### src/rtl/add_ctrl_pkg.sv
// Shared types and constants for the nibble-serial adder controller.
package add_ctrl_pkg;

    // Width of one adder slice.
    localparam int unsigned NIB_W = 4;

    // Controller states.
    typedef enum logic [1:0] {
        IDLE,
        RUN,
        DONE
    } state_t;

    // Width of the nibble index counter: clog2(nibbles), never below 1.
    function automatic int unsigned idx_width(input int unsigned nibbles);
        return (nibbles <= 1) ? 1 : $clog2(nibbles);
    endfunction

endpackage

### src/rtl/rca.sv
// 4-bit ripple-carry adder shared by the serial controller.
module rca
    import add_ctrl_pkg::*;
(
    input  logic [NIB_W-1:0] a,
    input  logic [NIB_W-1:0] b,
    input  logic             c_in,
    output logic [NIB_W-1:0] sum,
    output logic             c_out
);

    logic [NIB_W:0] carry;

    // Bit-by-bit ripple of the carry through the slice.
    always_comb begin
        carry    = '0;
        sum      = '0;
        carry[0] = c_in;
        for (int unsigned i = 0; i < NIB_W; i++) begin
            sum[i]       = a[i] ^ b[i] ^ carry[i];
            carry[i + 1] = (a[i] & b[i]) | (carry[i] & (a[i] ^ b[i]));
        end
        c_out = carry[NIB_W];
    end

endmodule

### src/rtl/serial_add_ctrl.sv
// Multi-word add/subtract controller: feeds one nibble per clock through a
// shared 4-bit rca, LS nibble first, chaining the carry through a register.
module serial_add_ctrl
    import add_ctrl_pkg::*;
#(
    parameter int unsigned NIBBLES = 4
) (
    input  logic                     clk,
    input  logic                     rst_n,
    input  logic                     start,
    input  logic                     sub,
    input  logic [NIB_W*NIBBLES-1:0] a,
    input  logic [NIB_W*NIBBLES-1:0] b,
    output logic                     busy,
    output logic                     done,
    output logic [NIB_W*NIBBLES-1:0] result,
    output logic                     carry_out,
    output logic                     overflow
);

    localparam int unsigned W     = NIB_W * NIBBLES;
    localparam int unsigned IDX_W = idx_width(NIBBLES);
    localparam logic [IDX_W-1:0] LAST_IDX = IDX_W'(NIBBLES - 1);

    state_t             state;
    logic [W-1:0]       opa;
    logic [W-1:0]       opb;
    logic               cy;
    logic [IDX_W-1:0]   idx;
    logic               a_msb;
    logic               b_msb;

    logic [W-1:0]       b_eff;
    logic [NIB_W-1:0]   sum4;
    logic               c4;
    logic [W+NIB_W-1:0] shifted;

    rca u_rca (
        .a     (opa[NIB_W-1:0]),
        .b     (opb[NIB_W-1:0]),
        .c_in  (cy),
        .sum   (sum4),
        .c_out (c4)
    );

    // Operand B as presented to the adder (inverted for subtract) and the
    // result shift path; concatenating first keeps the single-nibble case legal.
    always_comb begin
        b_eff   = sub ? ~b : b;
        shifted = {sum4, result};
    end

    // Controller FSM with shift registers, carry chain and registered outputs.
    always_ff @(posedge clk) begin
        if (!rst_n) begin
            state     <= IDLE;
            opa       <= '0;
            opb       <= '0;
            cy        <= 1'b0;
            idx       <= '0;
            a_msb     <= 1'b0;
            b_msb     <= 1'b0;
            busy      <= 1'b0;
            done      <= 1'b0;
            result    <= '0;
            carry_out <= 1'b0;
            overflow  <= 1'b0;
        end else begin
            case (state)
                IDLE: begin
                    done <= 1'b0;
                    if (start) begin
                        state <= RUN;
                        busy  <= 1'b1;
                        opa   <= a;
                        opb   <= b_eff;
                        cy    <= sub;
                        idx   <= '0;
                        a_msb <= a[W-1];
                        b_msb <= b_eff[W-1];
                    end else begin
                        busy <= 1'b0;
                    end
                end
                RUN: begin
                    result <= shifted[W+NIB_W-1:NIB_W];
                    opa    <= opa >> NIB_W;
                    opb    <= opb >> NIB_W;
                    cy     <= c4;
                    idx    <= idx + 1'b1;
                    if (idx == LAST_IDX) begin
                        state     <= DONE;
                        done      <= 1'b1;
                        carry_out <= c4;
                        overflow  <= (a_msb == b_msb) && (sum4[NIB_W-1] != a_msb);
                    end
                end
                DONE: begin
                    state <= IDLE;
                    busy  <= 1'b0;
                    done  <= 1'b0;
                end
                default: begin
                    state <= IDLE;
                    busy  <= 1'b0;
                    done  <= 1'b0;
                end
            endcase
        end
    end

endmodule

### config.mk
export PLATFORM = sky130hd
export DESIGN_NAME = serial_add_ctrl
export DESIGN_NICKNAME = d
export VERILOG_FILES = /design/src/rtl/add_ctrl_pkg.sv /design/src/rtl/rca.sv /design/src/rtl/serial_add_ctrl.sv
export SDC_FILE = /design/constraint.sdc
export NUM_CORES = 1
export LEC_CHECK = 0
export BUFFER_PORTS_ARGS = -buffer_cell sky130_fd_sc_hd__clkbuf_2
export CAP_MARGIN = 10
export CORE_MARGIN = 2
export CORE_UTILIZATION = 55
export CTS_CLUSTER_DIAMETER = 200
export DETAILED_ROUTE_END_ITERATION = 8
export PLACE_DENSITY = 0.88
export SLEW_MARGIN = 40
export SYNTH_ARGS = -nofsm -noshare
export SYNTH_HDL_FRONTEND = slang
export SYNTH_SLANG_ARGS = --single-unit
### constraint.sdc
create_clock -name clk -period 6.1 [get_ports clk]
set_input_delay 1.22 -clock clk [delete_from_list [all_inputs] [get_ports clk]]
set_output_delay 1.22 -clock clk [all_outputs]
set_load 0.02 [all_outputs]
==> results.yml, run 1 <==
status:
  outcome: "finished clean"
placed_design:
  dpl_cell_area_sq_um: 2718
  dp.final_hpwl_mm: 3.614
  dp_worst_setup_slack_ps: 3387
  dp_cells: 353
  gp_congestion: 0.7892
  numPortBuffers: 55
clock_tree:
  cts_buffer_depth: 2
  cts_resized: 0
  clkSlewWorstSetupHoldPaths_ps: 60
  clkSinkCount: 59
  numCtsBuffers: 9
  cts-root-buf: "clkbuf_8"
  holdBufCountCts: 0
  cts_setup_buffers: 0
  cts-htree-levels: 3
  cts_tree: "yes"
  clock_latency_ps: 330
critical_path:
  crit_path_start_kind: "flip-flop"
  critPathKind: "flip-flop to flip-flop"
  rrSetupSlack_ps: 3580
  worstPathCellList: "fa_1 > inv_1 > fa_1 > inv_1 > fa_1 > inv_1 > fa_1 > o311a_1 > a211oi_1"
  endpoint_kind: "flip-flop"
  reg2reg_depth: 9
  cpMostUsedCell: "fa_1"
  cpPeakStageDelay_ps: 450
  crit_arrival_ps: 2770
  cp_data_required_time_ps: 6350
  cp.buffers_inverters: 3
  crit_family: "adder cells"
  reg2reg_from: "opa[0]$_SDFFE_PN0P_"
  r2r-end: "overflow$_SDFFE_PN0P_"
  worstPathMaxFanout: 3
  slowest_stage: "fa_1"
grt:
  grt_pass1_vias: 1905
  antenna_found_initial: 0
  overflow: 0
  grt_max_degree: 31
  globalRouteTotalUtil_pct: 22.78
  grt_pass1_wl_mm: 8.825
floorplan:
  die-area_sq_um: 5050
  initial_core_util_pct: 56.81
  core_sq_um: 4354
  rows: 24
  die-width_microns: 71.07
  pin_count: 56
  die_h_microns: 71.07
final_layout:
  finalNonFillerCells: 369
  fillCellCount: 362
  fin_area_sq_um: 2909
  syn_to_final_growth_pct: 17.60
  nNetsFinal: 353
  multi_input_area_sq_um: 1159
  fin_util_pct: 66.81
  n_antenna_cell: 0
  regArea_sq_um: 1181
  final_layout_size_suffix_gt1_share_pct: 23.97
detailed_routing:
  avgRoutedWirePerCell_microns: 14.06
  drtAntennaViolNets: 0
  vias: 2053
  drcViolationCount: 0
  avgViaCountPerCell: 5.564
  routed_wl_mm: 5.187
  drt-initial-drc-count: 113
  dr.pass1.iters: 4
power_and_ir_drop:
  ir_worst_vdd_mv: 0.1832
  power_density_nw_per_um2: 297.9
  power_uw: 866.6
  p_leak_nw: 1.205
worst_hold_path:
  hold_end: "result[2]$_SDFFE_PN0P_"
  hold_depth: 2
  hp-class: "flip-flop to flip-flop"
  hp-start: "result[2]$_SDFFE_PN0P_"
yosys:
  syn-num-nets: 306
  synth_ff_type: "dfxtp_1"
  synth_most_common_cell: "dfxtp_1"
  synth_seq_cells: 59
  synth_edf_count: 0
  synth_top_cell_by_area: "dfxtp_1"
  yosysWarningCount: 0
  synth.top_cell.area_share_pct: 47.75
  avgSynthCellArea_sq_um: 9.334
  synth_area_leaders: "dfxtp_1 (48%), a21oi_1 (5.7%), a221o_1 (5.7%)"
  synthDistinctLibCells: 38
  syn_inst: 265
  ys_seq_area_share_pct: 47.75
  netlist_area_sq_um: 2474
  synthArstFlopShare_pct: 0
  synthTopCellsByCount: "dfxtp_1 (59), nand2_1 (32), a21oi_1 (28)"
job:
  cap_viol_max_count: 0
sta:
  worst_slack_ps: 3578
  fin_skew_ps: 5.182
  worst_pin_slew_ps: 755.4
  fin_crit_sh_pct: 41.34
  rsz0062_at_grt: "no"
  max_freq_mhz: 396.6
  layout_min_cycle_time_ps: 2522
  hold_ws_ps: 455.0
  maxSlewViolCount: 0
  setup_viol: 0
  finalHoldViolCount: 0
  slew_headroom_pct: 49.59
  tns_ps: 0
## layer usage
layer | track usage, % | vias up | routed length [microns]
met4 | 10.48 | 0 | 100
met1 | 28.30 | 946 | 2241
met3 | 7.550 | 9 | 295
li1 | - | 1031 | -
met2 | 36.03 | 67 | 2551
met5 | 0 | - | 0
## area by class of cell
type	instances	area share, %
inverters	10	1.290
repair buffers	55	9.462
clock buffers	15	6.409
clock inverters	1	0.1720
multi-input cells	177	39.83
well taps	52	2.237
flip-flops and latches	59	40.60
## cell families (layout without fill, tap and decap cells)
| group | after synthesis | count (layout) | synth area share (%) |
|---|---|---|---|
| AOI/OAI and AO/OA | 84 | 84 | 24.03 |
| xor gates and xnor gates | 16 | 16 | 5.665 |
| adders and majority gates | 5 | 5 | 3.743 |
| buffers and inverters | 29 | 81 | 5.716 |
| DFF | 59 | 59 | 47.75 |
| and+or+nand+nor | 72 | 72 | 13.10 |
## flip-flops by register name, summed over array words and instances (netlist names)
name,count
opa,16
opb,16
result,16
idx,2
state,2
a_msb,1
b_msb,1
busy,1
carry_out,1
cy,1
done,1
overflow,1
## cells in the final DEF (no fill, tap or decap), types with 2 or more instances in the layout
master	instances
inv_2	2
a211oi_1	4
xor2_1	4
a221oi_1	3
o22ai_1	3
o21ai_0	11
nand2b_1	3
inv_1	7
nor2_1	26
xnor2_1	12
and3_1	3
a22oi_1	2
clkbuf_2	55
nand2_1	32
a21oi_1	28
o21a_1	2
o2bb2ai_1	7
a221o_1	14
a22o_1	5
dfxtp_1	59
nor2_2	2
clkbuf_8	13
clkbuf_1	2
fa_1	4
## where the power goes
group          internal [mW]  total [mW]  switching, mW  leakage, nW
Combinational         0.0456       0.106         0.0606        0.622
Sequential             0.410       0.428         0.0182        0.483
Clock                  0.192       0.332          0.141       0.0997
Total                  0.647       0.867          0.219         1.21
## worst register-to-register path: stages, from the launching register on
cell,delay (ps)
dfxtp_1,330
fa_1,420
inv_1,70
fa_1,170
inv_1,50
fa_1,350
inv_1,70
fa_1,450
o311a_1,310
a211oi_1,220
## how the worst max path moves through the flow
| stage | end | depth (start not counted) | startpoint | slack, ps |
|---|---|---|---|---|
| floorplan | overflow$_SDFFE_PN0P_ | 9 | opa[0]$_SDFFE_PN0P_ | 3730 |
| global placement | opa[7]$_SDFFE_PN0P_ | 4 | rst_n | 3400 |
| detailed placement | opb[10]$_SDFFE_PN0P_ | 4 | rst_n | 3390 |
| CTS | overflow$_SDFFE_PN0P_ | 9 | opa[0]$_SDFFE_PN0P_ | 3580 |
| global route | overflow$_SDFFE_PN0P_ | 9 | opa[0]$_SDFFE_PN0P_ | 3450 |
| finish | overflow$_SDFFE_PN0P_ | 9 | opa[0]$_SDFFE_PN0P_ | 3580 |
(Power assumes the default switching activity.)
==> run 2, diff against run 1 <==
- CORE_UTILIZATION: 55 -> 48
- PLACE_DENSITY: 0.88 -> 0.82
- clock period: 6.1 -> 2.11 ns (I/O delays scaled with it)
==> run 2 against run 1 <==
  * The flow now finishes with violations (setup timing)
  * Die area up 14%
  * Final area up 3.1%
  * Fmax up 6.8%
  * Core utilization down 7.3 points
  * Clock-buffer cell count down 2
  * Non-clock buffer count up 9
  * Sequential power rose to 2.9 times the previous value
  * Sequential cell count unchanged
  * First-iteration DRC count up 19%
  * Combinational power rose to 3.2 times the previous value
  * Register-to-register slack worse by 3800 ps
  * Critical path depth unchanged
  * Largest cell class unchanged
  * Largest power group unchanged
==> results.yml, run 2 (synthesized netlist as in run 1, its figures left out) <==
power_and_ir_drop:
  p_sw_uw: 645.2
  p_seq_share_pct: 49.7
  swShare_pct: 25.84
  p_leak_nw: 1.240
  p_int_mw: 1.852
  p_comb_share_pct: 13.5
  ir_worst_vdd_mv: 0.4939
  power_mw: 2.497
  power_density_nw_per_um2: 832.1
  p_clk_share_pct: 36.8
status:
  outcome: "finished, violations left"
  violations: "setup timing"
grt:
  busiest_layer: "met2"
  grt_pass1_vias: 1866
  grt_max_degree: 26
  use_met1_pct: 25.93
  grtUsageMet2_pct: 30.75
  grt_pass1_wl_mm: 8.611
  antenna_found_initial: 0
  gr-usage-met3_pct: 8.995
  overflow: 0
  globalRouteTotalUtil_pct: 20.37
final_layout:
  top_regs: "opa x16, opb x16, result x16"
  final_layout_size_suffix_gt1_share_pct: 28.92
  layout_commonest_cell: "dfxtp_1"
  syn_to_final_growth_pct: 21.30
  final_cell_mix: "dfxtp_1 (58), clkbuf_2 (55), nand2_1 (32)"
  nNetsFinal: 362
  n_antenna_cell: 0
critical_path:
  crit_path_start_kind: "flip-flop"
  slowest_stage: "fa_1"
  r2r-end: "overflow$_SDFFE_PN0P_"
  crit_arrival_ps: 2620
  reg2reg_depth: 9
  rrSetupSlack_ps: -250
  worstPathCellList: "fa_2 > inv_2 > fa_2 > inv_2 > fa_2 > inv_2 > fa_1 > o311a_1 > a211oi_2"
  reg2reg_from: "cy$_SDFFE_PN0P_"
  cpPeakStageDelay_ps: 420
  endpoint_kind: "flip-flop"
  crit_family: "adder cells"
  worstPathMaxFanout: 2
  critPathKind: "flip-flop to flip-flop"
  cp_data_required_time_ps: 2370
  cp.buffers_inverters: 3
floorplan:
  die_h_microns: 75.79
  rows: 26
  initial_core_util_pct: 49.06
  pin_count: 56
  die-width_microns: 75.79
  core_sq_um: 5042
  die-area_sq_um: 5743
worst_hold_path:
  hp-class: "primary input to flip-flop"
  hp-start: "a[12]"
  hold_depth: 2
  hold_end: "opa[12]$_SDFFE_PN0P_"
clock_tree:
  cts-htree-levels: 3
  cts_setup_buffers: 0
  clock_latency_ps: 340
  clkSlewWorstSetupHoldPaths_ps: 60
  numCtsBuffers: 9
  holdBufCountCts: 0
  cts-root-buf: "clkbuf_8"
  cts_buffer_depth: 2
  cts_tree: "yes"
  clkSinkCount: 59
job:
  cap_viol_max_count: 0
placed_design:
  dp.final_hpwl_mm: 3.725
  numPortBuffers: 55
  gp_congestion: 0.8501
sta:
  slew_headroom_pct: 60.76
  fin_crit_sh_pct: 111.9
  fin_skew_ps: 5.726
  layout_min_cycle_time_ps: 2362
  worst_slack_ps: -252.1
  tns_ps: -324.1
  setup_viol: 2
  finalHoldViolCount: 0
  max_freq_mhz: 423.3
  rsz0062_at_grt: "yes"
  maxSlewViolCount: 0
  worst_pin_slew_ps: 587.7
detailed_routing:
  drt-initial-drc-count: 135
  vias: 2061
  routed_wl_mm: 5.318
  drtAntennaViolNets: 0
  dr.pass1.iters: 4
  avgViaCountPerCell: 5.218
  drcViolationCount: 0
  avgRoutedWirePerCell_microns: 13.46
[run 2: cell types whose count changed in the layout (fill, tap and decap cells not counted), sizes merged]
cell    change
clkinv      +1
buf         +9
clkbuf      -2
[run 2: worst max path at each step]
stage                                from                    end  slack [ps]  depth (start not counted)
after floorplan           cy$_SDFFE_PN0P_  overflow$_SDFFE_PN0P_        -240                          9
after global placement    cy$_SDFFE_PN0P_  overflow$_SDFFE_PN0P_        -260                          9
after detailed placement  cy$_SDFFE_PN0P_  overflow$_SDFFE_PN0P_        -310                          9
after CTS                 cy$_SDFFE_PN0P_  overflow$_SDFFE_PN0P_        -260                          9
after global routing      cy$_SDFFE_PN0P_  overflow$_SDFFE_PN0P_        -390                          9
final                     cy$_SDFFE_PN0P_  overflow$_SDFFE_PN0P_        -250                          9
[run 2: layout make-up]
cell class,instances,area (sq um)
Timing Repair Buffer,64,342.8
Clock inverter,2,10.01
Clock buffer,13,168.9
Fill cell,450,2042
Multi-Input combinational cell,177,1171
Tap cell,70,87.58
Inverter,10,37.54
Sequential cell,59,1182
[run 2: power by group through the flow]
stage	clock network (mW)	registers (mW)	logic (mW)
2_1_floorplan	0	1.26	0.220
3_3_place_gp	0	1.26	0.329
3_5_place_dp	0	1.26	0.335
4_1_cts	0.944	1.24	0.339
5_1_grt	0.998	1.25	0.374
6_report	0.919	1.24	0.338
[run 2: routing by layer]
metal,share of wire (%),vias to the layer above,routed length [microns]
li1,-,1041,-
met1,46,947,2453
met2,46,64,2458
met3,5.7,9,304
met4,1.9,0,102
met5,0,-,0
[run 2: through the flow]
| step | utilization [%] | instances | worst slack (ps) | hold WS, ps | instance area, sq um |
|---|---|---|---|---|---|
| floorplan | - | 265 | -238.4 | 432.1 | 2482 |
| global placement | 55.76 | 380 | -258.6 | 442.8 | 2811 |
| detailed placement | 55.76 | 380 | -312.9 | 448.6 | 2811 |
| CTS | 59.50 | 395 | -255.8 | 281.5 | 3000 |
| global route | 59.50 | 395 | -385.2 | 280.5 | 3000 |
| finish | 59.50 | 395 | -252.1 | 296.7 | 3000 |
[run 2: what timing repair did]
action,4_1_cts,5_1_grt
pin swaps,2,0
gates resized for setup,2,1
endpoints found under the setup margin,2,2
gates cloned,0,0
